$ cat config.mk
export PLATFORM = sky130hd
export DESIGN_NAME = uart_bus_master_flat
export DESIGN_NICKNAME = d
export VERILOG_FILES = /design/src/rtl/uart_bus_master_if.sv /design/src/rtl/uart_bus_master.sv /design/src/flat_wrapper.sv
export SDC_FILE = /design/constraint.sdc
export NUM_CORES = 1
export LEC_CHECK = 0
export BUFFER_PORTS_ARGS = -buffer_cell sky130_fd_sc_hd__clkbuf_2
export CORE_MARGIN = 1
export CORE_UTILIZATION = 58
export DETAILED_ROUTE_END_ITERATION = 6
export GPL_ROUTABILITY_DRIVEN = 0
export GPL_TIMING_DRIVEN = 0
export PLACE_DENSITY = 0.87
export SYNTH_ARGS = -nofsm -noshare
export SYNTH_HDL_FRONTEND = slang
export SYNTH_SLANG_ARGS = --single-unit
export TNS_END_PERCENT = 20
$ cat constraint.sdc
create_clock -name clk -period 3.7 [get_ports clk]
set_input_delay 0.37 -clock clk [delete_from_list [all_inputs] [get_ports clk]]
set_output_delay 0.37 -clock clk [all_outputs]
set_load 0.03 [all_outputs]
$ cat src/rtl/uart_bus_master_if.sv
// Handshake bundle between uart_bus_master, the 8-bit uart (rx/tx side)
// and the single-byte req/ack register bus.
interface uart_bus_master_if;
  logic        rx_valid;
  logic [7:0]  rxdata;
  logic [7:0]  uart_status;
  logic        read_rx;
  logic        tx_empty;
  logic [7:0]  txdata;
  logic        write_tx;
  logic        bus_req;
  logic        bus_write;
  logic [15:0] bus_addr;
  logic [7:0]  bus_wdata;
  logic [7:0]  bus_rdata;
  logic        bus_ack;

  modport master (
    input  rx_valid, rxdata, uart_status, tx_empty, bus_rdata, bus_ack,
    output read_rx, txdata, write_tx, bus_req, bus_write, bus_addr, bus_wdata
  );

  modport slave (
    output rx_valid, rxdata, uart_status, tx_empty, bus_rdata, bus_ack,
    input  read_rx, txdata, write_tx, bus_req, bus_write, bus_addr, bus_wdata
  );
endinterface

$ cat src/rtl/uart_bus_master.sv
// Host-side command sequencer for the 8-bit uart: parses 0x57/0x52 frames,
// runs one req/ack bus transaction per frame and answers with one byte.
module uart_bus_master #(
  parameter logic [15:0] BAUD     = 16'd433,
  parameter logic [7:0]  CTRL     = 8'h50,
  parameter logic [19:0] BYTE_TMO = 20'd100000,
  parameter logic [7:0]  BUS_TMO  = 8'd255
) (
  input  logic        clk,
  input  logic        nreset,
  output logic [7:0]  uart_control,
  output logic [15:0] uart_baudrate,
  output logic        busy,
  output logic [7:0]  err_count,
  uart_bus_master_if.master bif
);

  localparam logic [2:0] IDLE  = 3'd0;
  localparam logic [2:0] ADDRH = 3'd1;
  localparam logic [2:0] ADDRL = 3'd2;
  localparam logic [2:0] DATA  = 3'd3;
  localparam logic [2:0] BUS   = 3'd4;
  localparam logic [2:0] RESP  = 3'd5;

  localparam logic [7:0] CMD_W = 8'h57;
  localparam logic [7:0] CMD_R = 8'h52;
  localparam logic [7:0] ACK   = 8'h06;
  localparam logic [7:0] NAK   = 8'h15;

  logic [2:0]  state_r;
  logic        cmd_write_r;
  logic        rx_gap_r;
  logic [19:0] byte_tmr_r;
  logic [7:0]  bus_tmr_r;
  logic [7:0]  resp_r;
  logic [7:0]  err_count_r;
  logic        busy_r;
  logic        write_tx_r;
  logic [7:0]  txdata_r;
  logic        bus_req_r;
  logic        bus_write_r;
  logic [15:0] bus_addr_r;
  logic [7:0]  bus_wdata_r;
  logic        intake_s;
  logic        status_ok_s;
  logic        read_rx_s;

  function automatic logic [7:0] sat_inc(input logic [7:0] v);
    sat_inc = (v == 8'hFF) ? 8'hFF : v + 8'd1;
  endfunction

  assign uart_control  = CTRL;
  assign uart_baudrate = BAUD;
  assign busy          = busy_r;
  assign err_count     = err_count_r;
  assign bif.txdata    = txdata_r;
  assign bif.write_tx  = write_tx_r;
  assign bif.bus_req   = bus_req_r;
  assign bif.bus_write = bus_write_r;
  assign bif.bus_addr  = bus_addr_r;
  assign bif.bus_wdata = bus_wdata_r;
  assign bif.read_rx   = read_rx_s;

  // Pop decode: rx_gap_r comes out of reset set, which also keeps read_rx low during reset.
  always_comb begin
    intake_s    = (state_r == IDLE) || (state_r == ADDRH) ||
                  (state_r == ADDRL) || (state_r == DATA);
    status_ok_s = (bif.uart_status[4:2] == 3'b000);
    read_rx_s   = intake_s && bif.rx_valid && !rx_gap_r;
  end

  // Frame sequencer, bus handshake and response transmitter.
  always_ff @(posedge clk or negedge nreset) begin
    if (!nreset) begin
      state_r     <= IDLE;
      cmd_write_r <= 1'b0;
      rx_gap_r    <= 1'b1;
      byte_tmr_r  <= 20'd0;
      bus_tmr_r   <= 8'd0;
      resp_r      <= 8'h00;
      err_count_r <= 8'h00;
      busy_r      <= 1'b0;
      write_tx_r  <= 1'b0;
      txdata_r    <= 8'h00;
      bus_req_r   <= 1'b0;
      bus_write_r <= 1'b0;
      bus_addr_r  <= 16'h0000;
      bus_wdata_r <= 8'h00;
    end else begin
      rx_gap_r   <= read_rx_s;
      write_tx_r <= 1'b0;
      case (state_r)
        IDLE: begin
          if (read_rx_s) begin
            byte_tmr_r <= 20'd0;
            busy_r     <= 1'b1;
            if (((bif.rxdata == CMD_W) || (bif.rxdata == CMD_R)) && status_ok_s) begin
              cmd_write_r <= (bif.rxdata == CMD_W);
              state_r     <= ADDRH;
            end else begin
              resp_r      <= NAK;
              err_count_r <= sat_inc(err_count_r);
              state_r     <= RESP;
            end
          end else begin
            busy_r <= 1'b0;
          end
        end
        ADDRH, ADDRL, DATA: begin
          if (read_rx_s && !status_ok_s) begin
            resp_r      <= NAK;
            err_count_r <= sat_inc(err_count_r);
            state_r     <= RESP;
          end else if (read_rx_s) begin
            byte_tmr_r <= 20'd0;
            if (state_r == ADDRH) begin
              bus_addr_r[15:8] <= bif.rxdata;
              state_r          <= ADDRL;
            end else if (state_r == ADDRL) begin
              bus_addr_r[7:0] <= bif.rxdata;
              if (cmd_write_r) begin
                state_r <= DATA;
              end else begin
                bus_tmr_r   <= 8'd0;
                bus_req_r   <= 1'b1;
                bus_write_r <= 1'b0;
                state_r     <= BUS;
              end
            end else begin
              bus_wdata_r <= bif.rxdata;
              bus_tmr_r   <= 8'd0;
              bus_req_r   <= 1'b1;
              bus_write_r <= 1'b1;
              state_r     <= BUS;
            end
          end else if (byte_tmr_r >= (BYTE_TMO - 20'd1)) begin
            // Stalled frame: abandon without a response byte.
            err_count_r <= sat_inc(err_count_r);
            busy_r      <= 1'b0;
            state_r     <= IDLE;
          end else begin
            byte_tmr_r <= byte_tmr_r + 20'd1;
          end
        end
        BUS: begin
          if (bif.bus_ack) begin
            bus_req_r   <= 1'b0;
            bus_write_r <= 1'b0;
            resp_r      <= cmd_write_r ? ACK : bif.bus_rdata;
            state_r     <= RESP;
          end else if (bus_tmr_r >= (BUS_TMO - 8'd1)) begin
            bus_req_r   <= 1'b0;
            bus_write_r <= 1'b0;
            resp_r      <= NAK;
            err_count_r <= sat_inc(err_count_r);
            state_r     <= RESP;
          end else begin
            bus_tmr_r <= bus_tmr_r + 8'd1;
          end
        end
        RESP: begin
          if (write_tx_r) begin
            busy_r  <= 1'b0;
            state_r <= IDLE;
          end else if (bif.tx_empty) begin
            write_tx_r <= 1'b1;
            txdata_r   <= resp_r;
          end else begin
            write_tx_r <= 1'b0;
          end
        end
        default: begin
          bus_req_r   <= 1'b0;
          bus_write_r <= 1'b0;
          busy_r      <= 1'b0;
          state_r     <= IDLE;
        end
      endcase
    end
  end

endmodule

$ cat src/flat_wrapper.sv
// flat-port wrapper written by rule: the top's interface ports become plain ports
module uart_bus_master_flat 
#(
  parameter logic [15:0] BAUD     = 16'd433,
  parameter logic [7:0]  CTRL     = 8'h50,
  parameter logic [19:0] BYTE_TMO = 20'd100000,
  parameter logic [7:0]  BUS_TMO  = 8'd255
)
  (clk, nreset, uart_control, uart_baudrate, busy, err_count, bif_rx_valid, bif_rxdata, bif_uart_status, bif_tx_empty, bif_bus_rdata, bif_bus_ack, bif_read_rx, bif_txdata, bif_write_tx, bif_bus_req, bif_bus_write, bif_bus_addr, bif_bus_wdata);
  uart_bus_master_if bif_i ();
  input  logic clk;
  input  logic nreset;
  output logic [7:0] uart_control;
  output logic [15:0] uart_baudrate;
  output logic busy;
  output logic [7:0] err_count;
  input wire logic [$bits(bif_i.rx_valid)-1:0] bif_rx_valid;
  input wire logic [$bits(bif_i.rxdata)-1:0] bif_rxdata;
  input wire logic [$bits(bif_i.uart_status)-1:0] bif_uart_status;
  input wire logic [$bits(bif_i.tx_empty)-1:0] bif_tx_empty;
  input wire logic [$bits(bif_i.bus_rdata)-1:0] bif_bus_rdata;
  input wire logic [$bits(bif_i.bus_ack)-1:0] bif_bus_ack;
  output wire logic [$bits(bif_i.read_rx)-1:0] bif_read_rx;
  output wire logic [$bits(bif_i.txdata)-1:0] bif_txdata;
  output wire logic [$bits(bif_i.write_tx)-1:0] bif_write_tx;
  output wire logic [$bits(bif_i.bus_req)-1:0] bif_bus_req;
  output wire logic [$bits(bif_i.bus_write)-1:0] bif_bus_write;
  output wire logic [$bits(bif_i.bus_addr)-1:0] bif_bus_addr;
  output wire logic [$bits(bif_i.bus_wdata)-1:0] bif_bus_wdata;
  assign bif_i.rx_valid = bif_rx_valid;
  assign bif_i.rxdata = bif_rxdata;
  assign bif_i.uart_status = bif_uart_status;
  assign bif_i.tx_empty = bif_tx_empty;
  assign bif_i.bus_rdata = bif_bus_rdata;
  assign bif_i.bus_ack = bif_bus_ack;
  assign bif_read_rx = bif_i.read_rx;
  assign bif_txdata = bif_i.txdata;
  assign bif_write_tx = bif_i.write_tx;
  assign bif_bus_req = bif_i.bus_req;
  assign bif_bus_write = bif_i.bus_write;
  assign bif_bus_addr = bif_i.bus_addr;
  assign bif_bus_wdata = bif_i.bus_wdata;
  uart_bus_master #(.BAUD(BAUD), .CTRL(CTRL), .BYTE_TMO(BYTE_TMO), .BUS_TMO(BUS_TMO)) u_core (.clk(clk), .nreset(nreset), .uart_control(uart_control), .uart_baudrate(uart_baudrate), .busy(busy), .err_count(err_count), .bif(bif_i));
endmodule
==> metrics.yaml, run 1 <==
outcome: "finished, final reports clean"
diodes: 0
antenna_found_initial: 0
grt_pass1_vias: 3236
synth-edff-count: 0
dieArea_mm2: 0.007611
rrSetupSlack_ns: 1.11
tightest_slew_ns: 0.8347
clkLatencyLatePin_ns: 0.36
slew_headroom_pct: 43.88
vias: 3263
grt_pass1_wl_um: 14860
grt_usage_pct: 25.35
cts_num_sinks: 85
yosysUniqueCellTypes: 62
ant_nets: 0
port_buffers: 68
synth_ff_type: "dfrtp_1"
synth-seq-cells: 85
setup_violations: 0
rr_startpoint: "u_core.byte_tmr_r[11]"
critPathLaunchType: "flip-flop"
finalClockSkew_ns: 0.009136
cpPeakStageDelay_ns: 0.59
netlist_instances: 388
max_freq_mhz: 385.6
syn_area_mm2: 0.004214
clkTransAtPathRegs_ns: 0.09
dr.pass1.iters: 5
setup_tns_ns: 0
cp.required_ns: 3.95
cts_tree: "yes"
root_buffer: "clkbuf_8"
start_util_pct: 61.01
critPathTopFamily: "simple AND/OR/NAND/NOR gates"
end_kind: "flip-flop"
synth_warnings: 0
p_leak_nw: 2.519
grt_max_degree: 46
drc: 0
final_cell_mix: "dfrtp_1 (84), clkbuf_2 (67), mux2_2 (35)"
worstPathMaxFanout: 10
rows: 30
core_area_mm2: 0.006907
viasPerCell: 5.521
postSynthAreaPerCell_um2: 10.86
gr-total-overflow: 0
ir_worst_vdd_uv: 450.3
max_cap_viol_count: 0
worstSetupPathType: "reg2reg"
boundaryPins: 98
die_w_um: 87.24
post-route-period-util_pct: 70.09
hold_path_class: "in2async"
dp_hpwl_um: 6324
async_reset_ff_share_pct: 100.0
power_density_mw_per_mm2: 678.8
critPathSlowestCell: "or4_1"
layout_commonest_cell: "dfrtp_1"
wire_per_inst_um: 14.80
fin_crit_ns: 2.593
hold_violations: 0
area_delta_synth_final_pct: 18.88
cts_max_level: 3
yosysSeqAreaShare_pct: 50.50
drive_gt1_share_pct: 32.53
cts_resized: 0
cts-buffers-inserted: 9
routed_wl_um: 8746
drt_iter0_drc: 186
path_buf_inv: 1
total_power_mw: 3.401
crit_path_cell_trace: "or4_1 -> nor4_4 -> o31ai_1 -> a211oi_2 -> buf_4 -> nand4_1 -> mux2i_1"
clockBufferDepth: 2
post_cts_buffers: 0
final_nets: 523
rsz0062_at_grt: "false"
cp.arrival_ns: 2.84
r2r-end: "u_core.err_count[7]"
ctsHoldBuffers: 0
fp.dieH_um: 87.24
drv_slew: 0
worstRegToRegCells: 7
## state kept, by name, indices dropped and copies added (netlist names), 3 cells and up
register              flops
u_core.err_count          8
u_core.bus_tmr_r          8
u_core.bif.bus_wdata      8
u_core.state_r            3
u_core.bif.bus_addr      16
u_core.bif.txdata         8
u_core.byte_tmr_r        20
u_core.resp_r             8
## worst max path at each step
stage / startpoint / endpoint / slack [ns] / cells after the start
2_1_floorplan: bif_uart_status[3] / u_core.byte_tmr_r[14] / 1.41 / 7
5_1_grt: u_core.byte_tmr_r[0] / u_core.err_count[6] / 0.95 / 7
4_1_cts: u_core.byte_tmr_r[11] / u_core.err_count[7] / 1.13 / 7
3_3_place_gp: bif_uart_status[3] / u_core.byte_tmr_r[14] / 1.12 / 8
6_report: u_core.byte_tmr_r[11] / u_core.err_count[7] / 1.11 / 7
3_5_place_dp: bif_uart_status[3] / u_core.byte_tmr_r[15] / 1.09 / 8
## cell usage after synthesis (4+ instances only)
library cell	number	area [µm²]
or3_1	5	31.28
o211ai_1	4	30.03
xor2_1	12	105.1
nand3_1	16	80.08
buf_4	25	187.7
nand2_1	24	90.09
nor3_1	7	35.03
inv_1	10	37.54
mux2_2	35	394.1
o21ai_0	12	60.06
nand4_1	8	50.05
dfrtp_1	84	2102
and3_1	8	50.05
a22o_1	5	43.79
ha_1	4	50.05
and2_1	4	25.02
a31oi_1	4	25.02
nor2b_1	5	31.28
clkbuf_1	8	30.03
nor2_1	30	112.6
a21oi_1	17	85.08
## cells by family (layout without fill, tap and decap cells)
group,Yosys count,count (layout),share of synthesized area [%]
buffers and inverters,47,132,6.681
AOI/OAI and AO/OA,70,70,12.03
xor gates and xnor gates,14,14,2.910
adders and majority gates,4,4,1.188
muxes,38,38,10.10
other,2,24,0.1782
DFF,85,85,50.50
and+or+nand+nor,128,128,16.42
## worst register-to-register path, cell delays in order, from the launching register on
cell and delay [ns]:
dfrtp_1 0.45, or4_1 0.59, nor4_4 0.26, o31ai_1 0.26
a211oi_2 0.42, buf_4 0.25, nand4_1 0.12, mux2i_1 0.14
## stage by stage
stage          util, %  setup WS (ns)  area [µm²]  instances  hold WS (ns)
5_1_grt          72.54         0.9545        5010        591       0.06913
3_3_place_gp     68.88          1.122        4757        574        0.4620
4_1_cts          72.54          1.127        5010        591       0.02597
6_report         72.54          1.107        5010        591       0.01930
2_1_floorplan        -          1.415        4297        410       0.07441
3_5_place_dp     69.20          1.089        4780        575        0.4275
## routing by layer
layer  part of all wire (%)  vias up  GRT usage (%)  routed length [µm]
met5                      0        -              0                   0
met4                    1.0        0          8.048                  91
met3                    6.8       12          7.299                 591
met2                     49      121          42.26                4317
met1                     43     1582          32.02                3746
li1                       -     1548              -                   -
## power by group
group	switching [mW]	internal [mW]	total (mW)
Sequential	0.174	1.16	1.33
Clock	0.349	0.404	0.753
Combinational	0.839	0.474	1.31
## cell type report
cell class                      instances  area [µm²]
Buffer                                 37       244.0
Clock buffer                           10       137.6
Clock inverter                          6       92.59
Fill cell                             483        1897
Inverter                               10       37.54
Multi-Input combinational cell        278        1887
Sequential cell                        85        2128
Tap cell                               96       120.1
Timing Repair Buffer                   69       362.8
Note: power is estimated with default switching activity, not from simulation.
==> run 2: changes to the inputs <==
--- a/config.mk
+++ b/config.mk
@@ -7,11 +7,11 @@
 export LEC_CHECK = 0
 export BUFFER_PORTS_ARGS = -buffer_cell sky130_fd_sc_hd__clkbuf_2
 export CORE_MARGIN = 1
-export CORE_UTILIZATION = 58
+export CORE_UTILIZATION = 54
 export DETAILED_ROUTE_END_ITERATION = 6
 export GPL_ROUTABILITY_DRIVEN = 0
 export GPL_TIMING_DRIVEN = 0
-export PLACE_DENSITY = 0.87
+export PLACE_DENSITY = 0.82
 export SYNTH_ARGS = -nofsm -noshare
 export SYNTH_HDL_FRONTEND = slang
 export SYNTH_SLANG_ARGS = --single-unit
==> constraint.sdc (replaced) <==
create_clock -name clk -period 2.42 [get_ports clk]
set_input_delay 0.242 -clock clk [delete_from_list [all_inputs] [get_ports clk]]
set_output_delay 0.242 -clock clk [all_outputs]
set_load 0.03 [all_outputs]
==> metrics.yaml, run 2 (synthesized netlist as in run 1, its figures left out) <==
end_kind: "flip-flop"  # unchanged
outcome: "finished, final reports clean"  # unchanged
drv_slew: 0  # unchanged
dpl.cell_count: 578  # was 575
clockBufferDepth: 2  # unchanged
crit_path_cell_trace: "or4_4 -> nor4_4 -> buf_4 -> nor4b_4 -> buf_4 -> buf_4 -> o2111ai_1 -> xor2_1 -> nor2_1"  # was or4_1 -> nor4_4 -> o31ai_1 -> a211oi_2 -> buf_4 -> nand4_1 -> mux2i_1
path_buf_inv: 3  # was 1
dp_hpwl_um: 6476  # was 6324 µm
fill_cells: 555  # was 483
fin_crit_ns: 2.335  # was 2.593 ns
final_cell_mix: "dfrtp_1 (83), clkbuf_2 (69), mux2_2 (35)"  # was dfrtp_1 (84), clkbuf_2 (67), mux2_2 (35)
rows: 31  # was 30
multiInputGateArea_mm2: 0.001939  # was 0.001887 mm²
critPathTopFamily: "simple AND/OR/NAND/NOR gates"  # unchanged
layout_commonest_cell: "dfrtp_1"  # unchanged
dr.pass1.iters: 5  # unchanged
grt_usage_pct: 23.13  # was 25.35%
largest_register_ffs: 20  # unchanged
finalClockSkew_ns: 0.009990  # was 0.009136 ns
ant_nets: 0  # unchanged
post_dp_cell_area_mm2: 0.004791  # was 0.004780 mm²
setup_tns_ns: 0  # unchanged
drc: 0  # unchanged
cts_max_level: 3  # unchanged
area_delta_synth_final_pct: 20.52  # was 18.88%
fin_hold_ws_ns: 0.1002  # was 0.01930 ns
cp.required_ns: 2.65  # was 3.95 ns
swShare_pct: 41.84  # was 40.04%
routed_wl_um: 8891  # was 8746 µm
dieArea_mm2: 0.008161  # was 0.007611 mm²
wire_per_inst_um: 14.82  # was 14.80 µm
port_buffers: 68  # unchanged
post-route-period-util_pct: 96.47  # was 70.09%
grt_max_degree: 64  # was 46
cpPeakStageDelay_ns: 0.55  # was 0.59 ns
seq_area_mm2: 0.002130  # was 0.002128 mm²
pwr-share-seq_pct: 40.9  # was 39.2%
grt_pass1_vias: 3291  # was 3,236
cts-buffers-inserted: 9  # unchanged
critPathLaunchType: "flip-flop"  # unchanged
critPathSlowestCell: "or4_4"  # was or4_1
diodes: 0  # unchanged
hold_path_class: "in2reg"  # was in2async
boundaryPins: 98  # unchanged
stdcell_count: 600  # was 591
total_power_mw: 5.015  # was 3.401 mW
p_leak_nw: 2.525  # was 2.519 nW
worstSetupPathType: "reg2reg"  # unchanged
power_frac_comb_pct: 41.1  # was 38.6%
fp.dieH_um: 90.34  # was 87.24 µm
antenna_found_initial: 0  # unchanged
viasPerCell: 5.505  # was 5.521
grt_pass1_wl_um: 15220  # was 14,860 µm
power_density_mw_per_mm2: 987.5  # was 678.8 mW/mm²
final_nets: 530  # was 523
start_util_pct: 56.88  # was 61.01%
cp.arrival_ns: 2.56  # was 2.84 ns
cts_num_sinks: 85  # unchanged
setup_violations: 0  # unchanged
regMostFlops: "u_core.byte_tmr_r"  # unchanged
tightest_slew_ns: 0.6833  # was 0.8347 ns
hold_violations: 0  # unchanged
drive_gt1_share_pct: 35.33  # was 32.53%
worstPathMaxFanout: 5  # was 10
max_cap_viol_count: 0  # unchanged
gr-total-overflow: 0  # unchanged
clockPowerShare_pct: 18.0  # was 22.1%
fin_area_mm2: 0.005079  # was 0.005010 mm²
core_area_mm2: 0.007408  # was 0.006907 mm²
die_w_um: 90.34  # was 87.24 µm
cp_common_cell: "buf_4"
root_buffer: "clkbuf_8"  # unchanged
p_sw_mw: 2.098  # was 1.362 mW
drt_iter0_drc: 121  # was 186
p_int_mw: 2.917  # was 2.039 mW
clkLatencyLatePin_ns: 0.36  # about the same
clkTransAtPathRegs_ns: 0.09  # about the same
ir_worst_vdd_uv: 667.1  # was 450.3 µV
cts_tree: "yes"  # unchanged
vias: 3303  # was 3,263
max_freq_mhz: 428.3  # was 385.6 MHz
use_met3_pct: 5.303  # was 7.299%
met2_usage_pct: 38.23  # was 42.26%
slew_headroom_pct: 54.10  # was 43.88%
grt_util_met1_pct: 29.32  # was 32.02%
busiest_layer: "met2"  # unchanged
-- run 2: metal layers --
layer  wire length [µm]  vias to the layer above
met1               3931                     1617
met2               4342                      107
met4                163                        0
met3                454                       17
li1                   -                     1562
met5                  0                        -
-- run 2: power by group through the flow --
stage          Clock, mW  Combinational [mW]  Sequential [mW]
3_3_place_gp           0                1.93             2.04
5_1_grt            0.975                2.26             2.10
4_1_cts            0.916                2.03             2.04
2_1_floorplan          0                1.13             2.37
6_report           0.901                2.06             2.05
3_5_place_dp           0                2.00             2.06
-- run 2: area by class of cell --
| cell class | count | share of cell area, % |
|---|---|---|
| flip-flops and latches | 85 | 41.93 |
| multi-input cells | 278 | 38.19 |
| repair buffers | 77 | 8.524 |
| plain buffers | 36 | 4.780 |
| clock buffers | 9 | 2.439 |
| well taps | 99 | 2.439 |
| clock inverters | 6 | 0.9608 |
| inverters | 10 | 0.7391 |
-- run 2: final timing paths --
path                                  startpoint                    to  slack [ns]  cells past startpoint
max                        u_core.byte_tmr_r[11]  u_core.byte_tmr_r[6]        0.09                      9
min                             bif_bus_rdata[7]      u_core.resp_r[7]        0.10                      2
max reg2reg                u_core.byte_tmr_r[11]  u_core.byte_tmr_r[6]        0.09                      9
min reg2reg                     u_core.resp_r[1]      u_core.resp_r[1]        0.50                      1
max in group asynchronous                 nreset       u_core.rx_gap_r        1.39                      3
min in group asynchronous                 nreset      u_core.resp_r[6]        0.36                      2
-- run 2: worst reg2reg max path, stage by stage (launching register included) --
cell	delay, ns
dfrtp_2	0.43
or4_4	0.55
nor4_4	0.24
buf_4	0.18
nor4b_4	0.04
buf_4	0.18
buf_4	0.15
o2111ai_1	0.22
xor2_1	0.17
nor2_1	0.05
-- run 2: through the flow --
step / utilization [%] / worst slack (ns)
global placement: 64.26 / -0.04442
global route: 68.55 / -0.006556
detailed placement: 64.67 / -0.1282
CTS: 67.69 / 0.001799
finish: 68.55 / 0.08542
floorplan: - / 0.1457
-- run 2: repair_timing --
| action | CTS | global route |
|---|---|---|
| setup buffers | 4 | 3 |
| hold buffers | 1 | 0 |
| gates cloned | 0 | 0 |
| resized for setup | 4 | 11 |
| pin swaps | 2 | 4 |
| endpoints found under the hold margin | 22 | 0 |
| endpoints found under the setup margin | 14 | 25 |
